[src/rtl/alu_seq_pkg.sv]
// alu_seq_pkg: shared constants for the ALU command sequencer.
// Opcodes, FSM state encoding and the divide-by-zero helper.
package alu_seq_pkg;

  localparam logic [3:0] OP_ADD  = 4'd0;
  localparam logic [3:0] OP_SUB  = 4'd1;
  localparam logic [3:0] OP_INC  = 4'd2;
  localparam logic [3:0] OP_DEC  = 4'd3;
  localparam logic [3:0] OP_MUL  = 4'd4;
  localparam logic [3:0] OP_DIV  = 4'd5;
  localparam logic [3:0] OP_AND  = 4'd6;
  localparam logic [3:0] OP_OR   = 4'd7;
  localparam logic [3:0] OP_XOR  = 4'd8;
  localparam logic [3:0] OP_NAND = 4'd9;
  localparam logic [3:0] OP_NOR  = 4'd10;
  localparam logic [3:0] OP_XNOR = 4'd11;
  localparam logic [3:0] OP_SHL  = 4'd12;
  localparam logic [3:0] OP_SHR  = 4'd13;
  localparam logic [3:0] OP_ROR  = 4'd14;
  localparam logic [3:0] OP_ROL  = 4'd15;

  localparam logic [1:0] ST_INIT = 2'd0;
  localparam logic [1:0] ST_IDLE = 2'd1;
  localparam logic [1:0] ST_WAIT = 2'd2;
  localparam logic [1:0] ST_RESP = 2'd3;

  function automatic logic is_div_zero(
    input logic [3:0] op,
    input logic       b_zero
  );
    return (op == OP_DIV) && b_zero;
  endfunction

endpackage

[src/rtl/alu_sequencer.sv]
// alu_sequencer: one-at-a-time command initiator for the registered ALU.
// Ports: cmd_* host command in, rsp_* response out, alu_* ALU pins, acc.
module alu_sequencer
  import alu_seq_pkg::*;
#(
  parameter int DATA_W  = 8,
  parameter int OPC_W   = 4,
  parameter int ALU_LAT = 2
) (
  input  logic                clk,
  input  logic                en_n,
  input  logic                cmd_valid,
  output logic                cmd_ready,
  input  logic [OPC_W-1:0]    cmd_op,
  input  logic [DATA_W-1:0]   cmd_a,
  input  logic [DATA_W-1:0]   cmd_b,
  input  logic                cmd_use_acc,
  output logic                rsp_valid,
  input  logic                rsp_ready,
  output logic [2*DATA_W-1:0] rsp_y,
  output logic                rsp_carry,
  output logic                rsp_zero,
  output logic                rsp_err,
  output logic [DATA_W-1:0]   acc,
  output logic [DATA_W-1:0]   alu_a,
  output logic [DATA_W-1:0]   alu_b,
  output logic [OPC_W-1:0]    alu_s,
  output logic                alu_en,
  input  logic [2*DATA_W-1:0] alu_y,
  input  logic                alu_carry
);

  localparam int CNT_W =
    (ALU_LAT < 1) ? 1 : $clog2(ALU_LAT + 1);

  logic [1:0]        state;
  logic [CNT_W-1:0]  cnt;
  logic              hs;
  logic              div0;
  logic [DATA_W-1:0] eff_a;

  assign cmd_ready = (state == ST_IDLE);
  assign rsp_valid = (state == ST_RESP);
  assign hs        = cmd_valid & cmd_ready;
  assign eff_a     = cmd_use_acc ? acc : cmd_a;
  assign div0      = is_div_zero(4'(cmd_op),
                                 cmd_b == '0);

  // INIT uses cnt as a one-cycle delay so alu_en
  // is sampled high by the ALU on the first edge
  // after reset release before dropping.
  always_ff @(posedge clk or negedge en_n) begin
    if (!en_n) begin
      state     <= ST_INIT;
      cnt       <= '0;
      alu_en    <= 1'b1;
      alu_a     <= '0;
      alu_b     <= '0;
      alu_s     <= '0;
      rsp_y     <= '0;
      rsp_carry <= 1'b0;
      rsp_zero  <= 1'b0;
      rsp_err   <= 1'b0;
      acc       <= '0;
    end else begin
      unique case (state)
        ST_INIT: begin
          if (cnt == '0) begin
            cnt <= CNT_W'(1);
          end else begin
            cnt    <= '0;
            alu_en <= 1'b0;
            state  <= ST_IDLE;
          end
        end
        ST_IDLE: begin
          if (hs) begin
            if (div0) begin
              rsp_y     <= '0;
              rsp_carry <= 1'b0;
              rsp_zero  <= 1'b1;
              rsp_err   <= 1'b1;
              state     <= ST_RESP;
            end else begin
              alu_a <= eff_a;
              alu_b <= cmd_b;
              alu_s <= cmd_op;
              cnt   <= CNT_W'(ALU_LAT);
              state <= ST_WAIT;
            end
          end
        end
        ST_WAIT: begin
          if (cnt != '0) begin
            cnt <= cnt - CNT_W'(1);
          end else begin
            rsp_y     <= alu_y;
            rsp_carry <= alu_carry;
            rsp_zero  <= (alu_y == '0);
            rsp_err   <= 1'b0;
            acc       <= alu_y[DATA_W-1:0];
            state     <= ST_RESP;
          end
        end
        ST_RESP: begin
          if (rsp_ready) begin
            state <= ST_IDLE;
          end
        end
        default: state <= ST_INIT;
      endcase
    end
  end

endmodule

[config.mk]
export PLATFORM = sky130hd
export DESIGN_NAME = alu_sequencer
export DESIGN_NICKNAME = d
export VERILOG_FILES = /design/src/rtl/alu_seq_pkg.sv /design/src/rtl/alu_sequencer.sv
export SDC_FILE = /design/constraint.sdc
export NUM_CORES = 1
export LEC_CHECK = 0
export BUFFER_PORTS_ARGS = -buffer_cell sky130_fd_sc_hd__buf_2
export CAP_MARGIN = 20
export CORE_UTILIZATION = 50
export CTS_CLUSTER_DIAMETER = 150
export DETAILED_ROUTE_END_ITERATION = 12
export PLACE_DENSITY_LB_ADDON = 0.2
export SLEW_MARGIN = 20
export SYNTH_ARGS = -nofsm -noshare
export SYNTH_HDL_FRONTEND = slang
export SYNTH_SLANG_ARGS = --single-unit
[constraint.sdc]
create_clock -name clk -period 4.3 [get_ports clk]
set_input_delay 0.43 -clock clk [delete_from_list [all_inputs] [get_ports clk]]
set_output_delay 0.43 -clock clk [all_outputs]
set_load 0.02 [all_outputs]
# ---- Yosys cells after proc, flatten, opt, wreduce, memory -nomap -nowiden
# Cells that the tools add are included.
dict set report op_classes {
  reduce_logical 14
  n_eq_ne 11
  n_addsub 1
  muxes 26
  bitwise 4
}
# op count
set op_table {}
lappend op_table {{two-way mux 16 bit} 3}
lappend op_table {{one-hot mux 16 bit (2 select lines)} 1}
lappend op_table {{zero test 16 bit} 1}
lappend op_table {{two-way mux 2 bit} 7}
lappend op_table {{AND reduction 4 bit} 3}
lappend op_table {{two-way mux 1 bit} 9}
lappend op_table {{zero test 8 bit} 1}
lappend op_table {{two-way mux 8 bit} 1}
lappend op_table {{!= test 2 bit, second input constant} 4}
lappend op_table {{one-hot mux 2 bit (4 select lines)} 1}
lappend op_table {{!= test 2 x 1 -> 1 bit, second input constant} 3}
lappend op_table {{one-hot mux 1 bit (2 select lines)} 3}
lappend op_table {{one-hot mux 2 bit (3 select lines)} 1}
lappend op_table {{== test 2 bit, second input constant} 2}
lappend op_table {{== test 4 x 3 -> 1 bit, second input constant} 1}
lappend op_table {{zero test 2 bit} 2}
lappend op_table {{AND reduction 2 bit} 2}
lappend op_table {{nonzero test 2 bit} 2}
lappend op_table {{NOT 1 bit} 3}
lappend op_table {{AND reduction 3 bit} 1}
lappend op_table {{nonzero test 3 bit} 1}
lappend op_table {{== test 2 x 1 -> 1 bit, second input constant} 1}
lappend op_table {{subtractor 2 x 1 -> 2 bit, second input constant} 1}
lappend op_table {{bitwise AND 1 bit} 1}
lappend op_table {{logical AND 1 bit} 1}
dict set report word_totals {
  regBits 52
  elab_cells 67
  output_inout_bits 50
  in_bits 42
}

# ---- Depth between registers and ports, before layout
# Gate-level depths: netlist of run 1.
dict set report depth {
  ltp_word 5
  mapped_depth 8
}

# ---- Worst setup path before layout of run 1
# Ideal clock, no wire load.
dict set report synth_path {
  kind {register to register}
  start {register state[1]}
  end {register alu_b[3]}
  required_ps 4172
  slack_ps 2371
  path_buffers 1
  stages_incl_launch_ff 7
  arrival_time_ps 1802
  setup_time_ps 128
  path_cell_list {dfrtp_1 -> inv_1 -> ha_1 -> nand2_1 -> a31oi_4 -> buf_2 -> mux2_1}
}
dict set report synth_via {
  elab_chain_cells 3
}
# item line_no
set synth_lines {}
lappend synth_lines {{start: declaration} alu_sequencer.sv:36} ;# logic [1:0] state;
lappend synth_lines {{start signal: assignment} alu_sequencer.sv:54} ;# state <= ST_INIT;
lappend synth_lines {{start signal: assignment} alu_sequencer.sv:73} ;# state <= ST_IDLE;
lappend synth_lines {{start signal: assignment} alu_sequencer.sv:83} ;# state <= ST_RESP;
lappend synth_lines {{== test 2 x 1 -> 1 bit *} alu_sequencer.sv:42} ;# assign cmd_ready = (state == ST_IDLE);
lappend synth_lines {{net cmd_ready} alu_sequencer.sv:13} ;# output logic cmd_ready,
lappend synth_lines {{bitwise AND 1 bit} alu_sequencer.sv:44} ;# assign hs = cmd_valid & cmd_ready;
lappend synth_lines {{AND reduction 3 bit (no line) *} n/a}
lappend synth_lines {{end signal: assignment} alu_sequencer.sv:86} ;# alu_b <= cmd_b;
lappend synth_lines {{end: declaration} alu_sequencer.sv:26} ;# output logic [DATA_W-1:0] alu_b,
# Mark *: on every way through the listed nets, which the timed path passes. The rest lies on a longest branch.
# A chain may end at the register's enable or synchronous reset.

# ---- Worst setup path in the final report of run 1
dict set report layout_path {
  start {register state[0]}
  end {register cnt[0]}
}
dict set report layout_via {
  elab_chain_cells 4
}
# item line_no
set layout_lines {}
lappend layout_lines {{== test 2 x 1 -> 1 bit} {alu_sequencer.sv:42, alu_sequencer.sv:66}}
lappend layout_lines {{bitwise AND 1 bit} alu_sequencer.sv:44}
lappend layout_lines {{!= test 2 x 1 -> 1 bit (no line)} n/a}
lappend layout_lines {{AND reduction 4 bit (no line)} n/a}
lappend layout_lines {{end signal: assignment} alu_sequencer.sv:88} ;# cnt <= CNT_W'(ALU_LAT);
lappend layout_lines {{end signal: assignment} alu_sequencer.sv:95} ;# cnt <= cnt - CNT_W'(1);
lappend layout_lines {{end: declaration} alu_sequencer.sv:37} ;# logic [CNT_W-1:0] cnt;
# Parallel ways exist; a longest one is shown, timed or not.

==> out/results.md, run 1 <==
| Parameter | Reported | Unit |
|:---|:---|:---|
| Data arrival time of the worst path | 2.54 | ns |
| Routed length per placed instance | 13.68 | um |
| DR vias | 1758 | - |
| Slew HR | 0.4721 | - |
| Via density per instance | 5.081 | - |
| Critical path endpoint category | register | - |
| Die height | 71.28 | um |
| Dpl hpwl | 3595 | um |
| Number of standard cells after synthesis | 201 | - |
| Total length of routed met3 wires | 288 | um |
| Global-route wire length before repair | 8017 | um |
| Detailed-route DRC error count | 8 | - |
| Effective utilization at floorplan | 0.5364 | - |
| RSZ-0062 raised after global routing | false | - |
| Min Tclk post-route | 2.341 | ns |
| Filler cell count | 366 | - |
| Delay of the slowest cell on the worst path | 0.65 | ns |
| Clock root buffer | sky130_fd_sc_hd__clkbuf_8 | - |
| Part of the Yosys area used for sequential elements | 0.5428 | - |
| Register cell area after layout | 0.001303 | sq mm |
| Final Wtd Congestion | 0.7365 | - |
| X dimension of the die | 71.28 | um |
| Via count of the first global-routing pass | 1733 | - |
| CP Cell Sequence | inv_1 > ha_1 > nand2_1 > nand4b_1 > mux2_2 | - |
| NumNets Final | 342 | - |
| Post-synthesis net count | 249 | - |
| Largest net degree at the start of global routing | 53 | - |
| Global-route usage over all layers | 0.2036 | - |
| CTS H-tree depth | 2 | - |
| Critical Setup Path Class | register to register | - |
| Number of pins exceeding their max-slew limit in the final report | 0 | - |
| Leak pwr | 1.495 | nW |
| Number of maximum-capacitance constraint violations | 0 | - |
| 1st-iter DRT viols | 63 | - |
| Fin crit share | 0.5444 | - |
| Area overhead of the layout relative to synthesis | 23.83 | % |
| Number of buffers created by CTS | 5 | - |
| Post_cts resized | 0 | - |
| Drt pass-1 iters | 8 | - |
| Peak Freq | 427.2 | MHz |
| Clock tree skew after final layout | 0.01347 | ns |
| PnR Total Power | 0.002236 | W |
| FFs w/ async S/R, synth | 1.000 | - |
| Most instantiated flip-flop cell in the synthesis netlist | sky130_fd_sc_hd__dfrtp_1 | - |
| Total inserted antenna cells | 0 | - |
| Initial antenna violation count | 0 | - |
| Total overflow reported by the global router | 0 | - |
| Dominant delay contributor by cell family on the critical path | simple AND/OR/NAND/NOR gates | - |
| Per-instance average area after synthesis | 11.94 | sq um |
| Number of I/O pins | 92 | - |
| Worst min-delay path class | primary input to async pin | - |
| Multi-input gate area | 962.2 | sq um |
| Clock tree from TritonCTS | done | - |
| Data required time at the worst endpoint | 4.50 | ns |
| Worst vdd rail ir drop | 0.4176 | mV |
| Max Buffers Root-to-Sink | 2 | - |
| Total Die Area | 0.005081 | sq mm |
| Count of distinct cell types in the synthesized netlist | 28 | - |
| Top sig layer | met4 | - |
| Largest fanout on the critical path | 24 | - |
| Critical path launch point type | register | - |
| Power density relative to cell area | 752.4 | mW/mm^2 |
| Count of warnings emitted by yosys | 0 | - |
| Number of sinks on the clock net | 52 | - |
| Port Buf Inserts | 91 | - |
| Number of hold-repair buffers added at the cts stage | 0 | - |
| Count of flip-flops with a built-in enable after synthesis | 0 | - |
| Least-Margin Pin Slew | 0.7918 | ns |
| Skew-Pair Late Insertion Delay | 0.31 | ns |
| Layout cells sized above 1 | 0.4184 | - |
| Final hold violation count | 0 | - |
| Setup violation total in the final timing report | 0 | - |
| Area of the core region | 0.004474 | sq mm |
| Met2 wirelength from detailed routing | 2139 | um |
| Cell type of the slowest stage on the worst timing path | sky130_fd_sc_hd__ha_1 | - |
| Setup tns final | 0 | ns |
| Flip-flop and latch count after synthesis | 52 | - |
| Post-CTS clock slew at the launch and capture registers of the worst setup and hold paths | 0.10 | ns |
| Standard-cell rows | 24 | - |
| Post-CTS Setup Bufs | 0 | - |
| Worst path buffer plus inverter count | 1 | - |
| Violations in the final reports | design-rule violations | - |
| Wl on met1 | 2266 | um |
| Synth Cell Area | 0.002400 | sq mm |
| Final core utilization | 0.6642 | - |
| Remaining antenna violation count | 0 | - |
| Outcome | finished, violations left | - |
| Post-Route WL | 4734 | um |
logic make-up after synthesis:
kind of cell | after synthesis | synth area share
flip-flops | 52 | 0.5428
multiplexers | 50 | 0.2205
AND/OR/NAND/NOR | 47 | 0.1064
buffers and inverters | 31 | 0.05788
AO/OA/AOI/OAI | 15 | 0.04119
adder cells (fa/ha/maj) | 6 | 0.03128
cells in the mapped netlist (all sizes together) (2+ instances only):
library cell,number,area [sq um]
mux2,23,259.0
ha,6,75.07
mux2i,27,270.3
buf,5,41.29
nand2b,2,12.51
dfrtp,51,1276
o21ai,2,10.01
clkbuf,2,7.510
nor2,8,30.03
inv,24,90.09
nand4,3,18.77
a21oi,9,45.04
nor4,6,67.56
nand2,24,90.09
path summary, 6_finish.rpt:
path                                start        end  slack [ns]  cells after the start
worst max-delay path             state[0]     cnt[0]        1.96                      5
worst min-delay path                 en_n     acc[7]        0.22                      2
worst max register to register   state[0]     cnt[0]        1.96                      5
worst min register to register     alu_en     alu_en        0.48                      1
max in group asynchronous            en_n   alu_b[7]        3.65                      2
min in group clk                alu_y[15]  rsp_y[15]        0.37                      3
state kept, by name, indices dropped and copies added (netlist names), 2 cells and up:
signal and cells:
rsp_y 16, alu_s 4, cnt 2, acc 8
state 2, alu_b 8, alu_a 8
power breakdown:
part	switching, W	internal [W]
Clock	0.000155	0.000111
Combinational	0.000677	0.000485
Sequential	0.000115	0.000692
cell type report:
| cell class | instances | area share |
|---|---|---|
| repair buffers | 93 | 0.1583 |
| flip-flops and latches | 52 | 0.4383 |
| clock buffers | 5 | 0.02316 |
| inverters | 24 | 0.03032 |
| clock inverters | 2 | 0.004211 |
| well taps | 52 | 0.02189 |
| multi-input cells | 118 | 0.3238 |
worst register-to-register path, stage by stage (launching register included):
cell and delay (ns):
sky130_fd_sc_hd__dfrtp_1 0.43, sky130_fd_sc_hd__inv_1 0.10, sky130_fd_sc_hd__ha_1 0.65, sky130_fd_sc_hd__nand2_1 0.44
sky130_fd_sc_hd__nand4b_1 0.28, sky130_fd_sc_hd__mux2_2 0.35
metal layers:
metal	vias up	track usage
li1	861	-
met5	-	0
met2	62	0.3185
met3	4	0.05767
met1	831	0.2835
met4	0	0.05111
layout by cell type (no fill, tap or decap), types with 2 or more instances in the layout:
master	netlist	layout
sky130_fd_sc_hd__buf_2	2	91
sky130_fd_sc_hd__dfrtp_1	51	51
sky130_fd_sc_hd__mux2i_1	27	27
sky130_fd_sc_hd__inv_1	24	24
sky130_fd_sc_hd__nand2_1	24	24
sky130_fd_sc_hd__mux2_2	18	18
sky130_fd_sc_hd__nor2_1	8	8
sky130_fd_sc_hd__a21oi_1	9	8
sky130_fd_sc_hd__ha_1	6	6
sky130_fd_sc_hd__mux2_1	5	5
sky130_fd_sc_hd__clkbuf_8	0	5
sky130_fd_sc_hd__nor4_1	4	4
sky130_fd_sc_hd__nand4_1	3	3
sky130_fd_sc_hd__o21ai_0	2	2
sky130_fd_sc_hd__nand2b_1	2	2
sky130_fd_sc_hd__nor4_4	2	2
sky130_fd_sc_hd__buf_4	1	2
through the flow:
| step | std cells | instance area [sq um] | setup WS [ns] | hold WS [ns] |
|---|---|---|---|---|
| 2_1_floorplan | 201 | 2400 | 2.371 | 0.1344 |
| 3_3_place_gp | 339 | 2890 | 1.989 | 0.4653 |
| 3_5_place_dp | 339 | 2890 | 1.941 | 0.4719 |
| 4_1_cts | 346 | 2972 | 1.933 | 0.2467 |
| 5_1_grt | 346 | 2972 | 1.756 | 0.2929 |
| 6_report | 346 | 2972 | 1.959 | 0.2214 |
No activity file was read; power rests on OpenSTA's default activity.
==> run 2: changes to the inputs <==
--- a/config.mk
+++ b/config.mk
@@ -7,7 +7,7 @@
 export LEC_CHECK = 0
 export BUFFER_PORTS_ARGS = -buffer_cell sky130_fd_sc_hd__buf_2
 export CAP_MARGIN = 20
-export CORE_UTILIZATION = 50
+export CORE_UTILIZATION = 49
 export CTS_CLUSTER_DIAMETER = 150
 export DETAILED_ROUTE_END_ITERATION = 12
 export PLACE_DENSITY_LB_ADDON = 0.2
==> constraint.sdc (replaced) <==
create_clock -name clk -period 2.44 [get_ports clk]
set_input_delay 0.244 -clock clk [delete_from_list [all_inputs] [get_ports clk]]
set_output_delay 0.244 -clock clk [all_outputs]
set_load 0.02 [all_outputs]
==> run 2 against run 1 <==
Against the previous run: the run now ends clean; core utilization down 1.5 points; flip-flop and latch count stayed put; clock skew fell by 0.0084 ns; via count increased by 0.40%; count of clock-buffer cells in the layout rose by 2; design area up 3.2%; sequential share of layout area down 1.4 points; global-route usage grew 0.52 points; non-clock buffer count up 4; critical path depth up 2; critical path type unchanged; largest cell class unchanged; highest routed layer unchanged.
==> out/results.md, run 2 (synthesized netlist as in run 1, its figures left out) <==
| Parameter | Reported | Unit |
|:---|:---|:---|
| Outcome | finished clean | - |
| RSZ-0062 raised after global routing | false | - |
| Global-route wire length before repair | 8155 | um |
| Setup tns final | 0 | ns |
| Least-Margin Pin Slew | 0.6304 | ns |
| Global-route usage over all layers | 0.2088 | - |
| Data required time at the worst endpoint | 2.67 | ns |
| X dimension of the die | 71.98 | um |
| Max Buffers Root-to-Sink | 2 | - |
| Worst reg2reg path startpoint | state[1] | - |
| Total inserted antenna cells | 0 | - |
| Setup violation total in the final timing report | 0 | - |
| Post_cts resized | 0 | - |
| Post-Route WL | 5021 | um |
| Cell type of the slowest stage on the worst timing path | sky130_fd_sc_hd__dfrtp_1 | - |
| Peak Freq | 527.8 | MHz |
| Critical path endpoint category | register | - |
| Remaining antenna violation count | 0 | - |
| Post-CTS clock slew at the launch and capture registers of the worst setup and hold paths | 0.08 | ns |
| Register ranked first by flip-flop count | rsp_y | - |
| Power density relative to cell area | 1355 | mW/mm^2 |
| Area overhead of the layout relative to synthesis | 27.84 | % |
| Worst min-delay path class | primary input to register | - |
| Clock tree from TritonCTS | done | - |
| Final core utilization | 0.6495 | - |
| Number of buffers created by CTS | 5 | - |
| M3 GR Usage | 0.06111 | - |
| CTS H-tree depth | 2 | - |
| Die height | 71.98 | um |
| Standard-cell rows | 25 | - |
| Most common cell after layout, fill and taps aside | sky130_fd_sc_hd__buf_2 | - |
| Largest fanout on the critical path | 16 | - |
| Fin crit share | 0.7765 | - |
| Critical path launch point type | register | - |
| Setup slack, reg-to-reg | 0.55 | ns |
| GR peak layer | met2 | - |
| Number of I/O pins | 92 | - |
| Number of pins exceeding their max-slew limit in the final report | 0 | - |
| Clock tree skew after final layout | 0.005060 | ns |
| Effective utilization at floorplan | 0.5081 | - |
| Commonest cells after routing, fill and taps aside | sky130_fd_sc_hd__buf_2, sky130_fd_sc_hd__dfrtp_1, sky130_fd_sc_hd__mux2i_1 | - |
| Routed length per placed instance | 13.72 | um |
| Total overflow reported by the global router | 0 | - |
| DR vias | 1765 | - |
| Flip-flop count of the largest register, all copies and words added | 16 | - |
| Skew-Pair Late Insertion Delay | 0.30 | ns |
| CP Cell Sequence | inv_1 > ha_1 > nand2_1 > a31oi_4 > buf_4 > nor2_1 > a21oi_1 | - |
| Critical Path Start | state[1] | - |
| Worst reg2reg path depth | 7 | - |
| Delay of the slowest cell on the worst path | 0.43 | ns |
| Total Die Area | 0.005181 | sq mm |
| NumNets Final | 346 | - |
| Layout cells sized above 1 | 0.4247 | - |
| CP Capture Point | alu_a[7] | - |
| Dpl hpwl | 3795 | um |
| Clock root buffer | sky130_fd_sc_hd__clkbuf_8 | - |
| Critical Setup Path Class | register to register | - |
| Met2 Usage GRT | 0.3407 | - |
| Final hold violation count | 0 | - |
| GR met1 Demand/Resource | 0.2693 | - |
| Worst vdd rail ir drop | 0.6899 | mV |
| Leak pwr | 1.539 | nW |
| Via density per instance | 4.822 | - |
| Via count of the first global-routing pass | 1755 | - |
| Initial antenna violation count | 0 | - |
| Worst r2r dst | alu_a[7] | - |
| Number of sinks on the clock net | 52 | - |
| Port Buf Inserts | 91 | - |
| Detailed-route DRC error count | 0 | - |
| Area of the core region | 0.004723 | sq mm |
| 1st-iter DRT viols | 76 | - |
| Min Tclk post-route | 1.895 | ns |
| Number of maximum-capacitance constraint violations | 0 | - |
| Slew HR | 0.5797 | - |
| Data arrival time of the worst path | 2.12 | ns |
| Largest net degree at the start of global routing | 29 | - |
| Final Wtd Congestion | 0.7618 | - |
| Drt pass-1 iters | 4 | - |
==> run 2: area by class of cell <==
class,count,area [sq um]
repair buffers,97,503.0
multi-input cells,118,962.2
fillers,374,1655
well taps,67,83.83
flip-flops and latches,52,1303
inverters,24,90.09
clock inverters,1,30.03
clock buffers,7,96.34
==> run 2: power breakdown <==
| group | internal [W] | total (W) | switching [W] |
|---|---|---|---|
| logic | 0.000885 | 0.00211 | 0.00123 |
| clock network | 0.000362 | 0.000628 | 0.000266 |
| registers | 0.00122 | 0.00142 | 0.000197 |
| total | 0.00247 | 0.00416 | 0.00169 |
==> run 2: through the flow <==
| stage | cell area, sq um | power, W | cells | setup slack, ns | hold WS, ns |
|---|---|---|---|---|---|
| final | 3068 | 0.004156 | 366 | 0.5455 | 0.1819 |
| after global routing | 3068 | 0.004430 | 366 | 0.3469 | 0.1796 |
| after CTS | 3068 | 0.004202 | 366 | 0.5182 | 0.1728 |
| after detailed placement | 2932 | 0.003557 | 357 | 0.5609 | 0.3070 |
| after global placement | 2932 | 0.003519 | 357 | 0.5729 | 0.3023 |
| after floorplan | 2400 | 0.002963 | 201 | 0.5108 | -0.05159 |
==> run 2: how the worst min path moves through the flow <==
stage | start | end | slack [ns] | cells past startpoint
finish | cmd_op[0] | alu_s[0] | 0.18 | 2
global route | cmd_op[3] | alu_s[3] | 0.18 | 2
CTS | cmd_op[0] | alu_s[0] | 0.17 | 2
global placement | en_n | state[0] | 0.30 | 1
detailed placement | en_n | state[0] | 0.31 | 1
floorplan | en_n | acc[0] | -0.05 | 0
==> run 2: repair_timing <==
action | in CTS | in global routing
hold buffers | 1 | 0
setup buffers | 0 | 0
endpoints found under the setup margin | 0 | 0
hold endpoints to repair | 26 | 0
==> run 2: metal layers <==
layer / part of all wire / wire, um
met1: 0.45 / 2279
met2: 0.47 / 2374
met3: 0.062 / 309
met4: 0.011 / 57
met5: 0 / 0
==> run 2: critical path, delay by kind of cell, from the launching register on <==
family	cells	cell delay, ns
and+or+nand+nor	2	0.20
adders and majority gates	1	0.27
AOI/OAI and AO/OA	2	0.54
DFF	1	0.43
buffers and inverters	2	0.39
